[src/rtl/ddr_rd_master.sv]
// AXI4 read master: splits a byte-length read request into INCR bursts that never
// cross a 4 KB page, and streams each returned beat to the checker as rd_en/rd_data.
module ddr_rd_master #(
  parameter int unsigned MAX_BURST = 16
) (
  input  logic        clk_ps,
  input  logic        rst_n,
  input  logic        rd_start,
  input  logic [31:0] rd_addr,
  input  logic [31:0] rd_length,
  output logic [31:0] m_axi_araddr,
  output logic [7:0]  m_axi_arlen,
  output logic [2:0]  m_axi_arsize,
  output logic [1:0]  m_axi_arburst,
  output logic        m_axi_arvalid,
  input  logic        m_axi_arready,
  input  logic [31:0] m_axi_rdata,
  input  logic [1:0]  m_axi_rresp,
  input  logic        m_axi_rlast,
  input  logic        m_axi_rvalid,
  output logic        m_axi_rready,
  output logic        rd_en,
  output logic [31:0] rd_data,
  output logic        rd_finish,
  output logic        rd_busy,
  output logic        rd_err
);

  typedef enum logic [2:0] {IDLE, CALC, ADDR, DATA, DONE} state_t;

  state_t      state, state_nxt;
  logic [31:0] addr_q;
  logic [29:0] words_q;
  logic [8:0]  beat_cnt;
  logic [7:0]  arlen_q;
  logic        rd_en_q;
  logic        rd_err_q;
  logic [31:0] rd_data_q;
  logic [12:0] page_words;
  logic [12:0] cap;
  logic [8:0]  beats_calc;
  logic        beat;
  logic        last_beat;
  logic        unused_lsbs;

  // Sub-word address/length bits are dropped: transfers are whole 32-bit words.
  assign unused_lsbs = ^{rd_addr[1:0], rd_length[1:0]};

  // Burst size: the smallest of remaining words, MAX_BURST and words left in the 4 KB page.
  always_comb begin
    page_words = (13'h1000 - {1'b0, addr_q[11:0]}) >> 2;
    cap        = (page_words < 13'(MAX_BURST)) ? page_words : 13'(MAX_BURST);
    beats_calc = ({17'b0, cap} < words_q) ? 9'(cap) : 9'(words_q);
  end

  assign beat      = (state == DATA) && m_axi_rvalid;
  assign last_beat = beat && (beat_cnt == 9'd1);

  always_ff @(posedge clk_ps) begin
    if (!rst_n) state <= IDLE;
    else        state <= state_nxt;
  end

  always_comb begin
    state_nxt     = state;
    m_axi_arvalid = 1'b0;
    m_axi_rready  = 1'b0;
    rd_busy       = 1'b0;
    rd_finish     = 1'b0;
    case (state)
      IDLE: if (rd_start) state_nxt = CALC;
      CALC: begin
        rd_busy   = 1'b1;
        state_nxt = (words_q == '0) ? DONE : ADDR;
      end
      ADDR: begin
        rd_busy       = 1'b1;
        m_axi_arvalid = 1'b1;
        if (m_axi_arready) state_nxt = DATA;
      end
      DATA: begin
        rd_busy      = 1'b1;
        m_axi_rready = 1'b1;
        if (last_beat) state_nxt = (words_q == 30'd1) ? DONE : CALC;
      end
      DONE: begin
        rd_finish = 1'b1;
        state_nxt = IDLE;
      end
      default: state_nxt = IDLE;
    endcase
  end

  always_ff @(posedge clk_ps) begin
    if (!rst_n) begin
      addr_q    <= '0;
      words_q   <= '0;
      beat_cnt  <= '0;
      arlen_q   <= '0;
      rd_en_q   <= 1'b0;
      rd_data_q <= '0;
      rd_err_q  <= 1'b0;
    end else begin
      rd_en_q <= beat;
      if (beat) rd_data_q <= m_axi_rdata;
      case (state)
        IDLE: begin
          if (rd_start) begin
            addr_q   <= {rd_addr[31:2], 2'b00};
            words_q  <= rd_length[31:2];
            rd_err_q <= 1'b0;
          end
        end
        CALC: begin
          if (words_q != '0) begin
            beat_cnt <= beats_calc;
            arlen_q  <= 8'(beats_calc - 9'd1);
          end
        end
        DATA: begin
          if (beat) begin
            beat_cnt <= beat_cnt - 9'd1;
            addr_q   <= addr_q + 32'd4;
            words_q  <= words_q - 30'd1;
            // Burst length is owned by the beat count; rlast is only cross-checked.
            if ((m_axi_rresp != 2'b00) || (m_axi_rlast != (beat_cnt == 9'd1)))
              rd_err_q <= 1'b1;
          end
        end
        default: ;
      endcase
    end
  end

  assign m_axi_araddr  = addr_q;
  assign m_axi_arlen   = arlen_q;
  assign m_axi_arsize  = 3'b010;
  assign m_axi_arburst = 2'b01;
  assign rd_en         = rd_en_q;
  assign rd_data       = rd_data_q;
  assign rd_err        = rd_err_q;

endmodule

[config.mk]
export PLATFORM = sky130hd
export DESIGN_NAME = ddr_rd_master
export DESIGN_NICKNAME = d
export VERILOG_FILES = /design/src/rtl/ddr_rd_master.sv
export SDC_FILE = /design/constraint.sdc
export NUM_CORES = 1
export LEC_CHECK = 0
export CORE_UTILIZATION = 34
export CTS_CLUSTER_SIZE = 16
export DETAILED_ROUTE_END_ITERATION = 8
export PLACE_DENSITY = 0.62
export SYNTH_ARGS = -nofsm -noshare
export SYNTH_HDL_FRONTEND = slang
export SYNTH_SLANG_ARGS = --single-unit
[constraint.sdc]
create_clock -name clk_ps -period 6.75 [get_ports clk_ps]
set_clock_uncertainty 0.15 [all_clocks]
set_input_delay 0.675 -clock clk_ps [delete_from_list [all_inputs] [get_ports clk_ps]]
set_output_delay 0.675 -clock clk_ps [all_outputs]
set_load 0.03 [all_outputs]
==> flow_metrics.tcl <==
set metrics [dict create \
    antenna_cells 0 \
    max_slew_margin 0.294 \
    multi_input_area_um2 3910 \
    synthesis.instances 905 \
    nets 1167 \
    dr.pass1.iters 4 \
    wl_per_cell_um 16.0 \
    cts_tree "built" \
    synth-seq-area-share 0.349 \
    peakVddDrop_mv 0.144 \
    synth_edf_count 0 \
    slowest_delay_ns 0.63 \
    fp-row-count 50 \
    grt_pass1_wl_mm 33.8 \
    setup_viol 0 \
    power_switching_uw 690 \
    seq_area_um2 2280 \
    cp_slowest_cell "a221oi_1" \
    crit_path_end_kind "register" \
    grt_pass1_vias 6473 \
    synth_compound_area_frac 0.266 \
    swShare 0.328 \
    clk_pin_slew_ns 0.06 \
    post-cts-setup-buffer-count 0 \
    yosysUniqueCellTypes 68 \
    status "completed" \
    crit_path_frequent_cell "ha_1" \
    synthTopCellsByArea "dfxtp_1 35%, a21oi_1 8.5%, nand2_1 7.7%" \
    num-fill-cells 1882 \
    path_max_fanout 11 \
    cts_root_buffer "clkbuf_16" \
    synth_seq_cells 114 \
    grt_remaining_overflow 0 \
    powerDensity_nw_per_um2 235 \
    min_from "rd_data[25]" \
    synth.most_common_cell "nand2_1" \
    syn-cell-area_um2 6550 \
    initial_core_util 0.349 \
    comb_power_share 0.231 \
    finalCritPeriodShare 0.710 \
    numClockSinks 114 \
    dpl.hpwl_mm 13.8 \
    final_hold_viol_count 0 \
    period_needed_ns 4.79 \
    cts_resized 0 \
    ctsLongestPathBuffers 2 \
    io-pin-count 187 \
    yosysTopAreaCellShare 0.349 \
    seqPwrFrac 0.370 \
    pwr-share-clk 0.399 \
    die_area_um2 19800 \
    max-cap-violations 0 \
    power.leakage_nw 3.16 \
    finalWirelength_mm 20.7 \
    grt_usage 0.214 \
    dominantRegCellSynth "dfxtp_1" \
    die_w_um 141 \
    htreeDepth 4 \
    die_y_um 141 \
    yosys-top-cells-count "134 x nand2_1, 114 x dfxtp_1, 111 x a21oi_1, 102 x nor2_1, 67 x o21ai_0" \
    yosysWarnings 0 \
    hp-class "register to register" \
    critical_path_class "register to register" \
    finalSetupTns_ns 0 \
    p_int_mw 1.41 \
    antenna_found_initial 1 \
    crit_buf_inv 3 \
    clkLatencyLatePin_ns 0.42 \
    vias_per_cell 5.39 \
    maxClockFrequency_mhz 209 \
    synth_mux_area_frac 0.0109 \
    synth_top_family_by_area "compound AO/OA/AOI/OAI gates" \
    synth-simple-area-share 0.264 \
    crit_required_ns 6.93 \
    synth_xor_area_frac 0.0134 \
    drt_drc_violations_left 0 \
    drtIter0Drc 399 \
    crit_path_start "m_axi_araddr[2]" \
    io_buffers 175 \
    final_area_um2 8940 \
    worst_pin_slew_ns 1.06 \
    timing.hold.ws_ns 0.302 \
    yosys.area.top_type "dfxtp_1" \
    arrival_ns 4.97 \
    cts_made_buffers 17 \
    cp_top_family "compound AO/OA/AOI/OAI gates" \
    rsz0062_at_grt "no" \
    start_kind "register" \
    drive_gt1_frac 0.0614 \
    synthAdderAreaFrac 0.0325 \
    reg2reg_slack_ns 1.96 \
    final_max_slew_viol_count 0 \
    gp_congestion 0.885 \
    core_um2 18800 \
    synth-async-reset-ratio 0 \
    syn_area_per_cell_um2 7.23 \
    r2r_start "m_axi_araddr[2]" \
    ctsHoldBuffers 0 \
    crit_chain "inv_1 -> ha_1 -> nor3b_1 -> mux2i_1 -> and2_1 -> clkinv_1 -> ha_1 -> nand3_1 -> nand2_1 -> a221oi_1 -> a21oi_1 -> buf_4 -> mux2_2 -> ha_1 -> nand2_1 -> nor3_1 -> xnor2_1 -> mux2i_1 -> a211oi_1" \
    grt_max_degree 80 \
    area_growth_pct 36.6 \
    routed-via-count 6964 \
    dpl_cell_area_um2 8390 \
    ant_nets 0 \
]
## cell usage in the layout, fill, tap and decap left out, types with 7 or more instances in the layout
master / instances
a211oi_1: 21
a21oi_1: 110
a22oi_1: 9
a31oi_1: 11
and2_1: 10
and3_1: 9
buf_4: 9
clkbuf_16: 17
clkdlybuf4s50_1: 175
conb_1: 13
dfxtp_1: 114
ha_1: 17
inv_1: 20
nand2_1: 133
nand3_1: 22
nand4_1: 9
nor2_1: 101
nor3_1: 34
nor4_1: 12
o21ai_0: 67
o22ai_1: 15
o31ai_1: 7
or3_1: 8
xnor2_1: 8
## per-stage QoR
step	util	setup slack, ns	cells	power, mW
6_report	0.476	1.96	1293	2.10
5_1_grt	0.476	1.44	1293	2.21
4_1_cts	0.476	1.96	1293	2.12
3_5_place_dp	0.447	2.00	1261	1.27
3_3_place_gp	0.447	2.11	1261	1.27
2_1_floorplan	-	2.40	916	1.09
## cells by family after synthesis
family                     count (synthesis)
and+or+nand+nor                          369
AOI/OAI and AO/OA                        290
DFF                                      114
buffers and inverters                     96
adders and majority gates                 17
xor gates and xnor gates                  10
muxes                                      7
other                                      2
## tightest hold or removal path: cells and delay by family (launching register included)
family | cells | cell delay (ns)
compound gates | 1 | 0.05
flops | 1 | 0.31
simple gates | 1 | 0.05
## registers in the layout, indices dropped and copies added (netlist names)
| register | flops |
|---|---|
| rd_err | 1 |
| beat_cnt | 9 |
| m_axi_arlen | 8 |
| rd_en | 1 |
| words_q | 30 |
| state | 3 |
| rd_data | 32 |
| m_axi_araddr | 30 |
## metal layers
metal	part of all wire	vias up	track usage
met5	0.00053	-	0
met4	0.018	2	0.0772
met3	0.043	24	0.0404
met2	0.47	178	0.347
met1	0.47	3250	0.284
li1	-	3510	-
## cell type report
type                    count  area share
clock buffers              19      0.0495
clock inverters            13      0.0118
inverters                  23     0.00965
multi-input cells         706       0.438
flip-flops and latches    114       0.255
well taps                 234      0.0327
repair buffers            184       0.203
## path summary, 6_finish.rpt
check	endpoint	depth (start not counted)
max	m_axi_arlen[6]	19
min	rd_data[25]	2
max reg2reg	m_axi_arlen[6]	19
min reg2reg	rd_data[25]	2
## power groups by stage
stage	Combinational [mW]	Sequential, mW	Clock (mW)
6_report	0.485	0.777	0.839
5_1_grt	0.534	0.786	0.888
4_1_cts	0.485	0.776	0.857
3_5_place_dp	0.482	0.790	0
3_3_place_gp	0.481	0.790	0
2_1_floorplan	0.276	0.818	0
No activity file was read; power rests on OpenSTA's default activity.
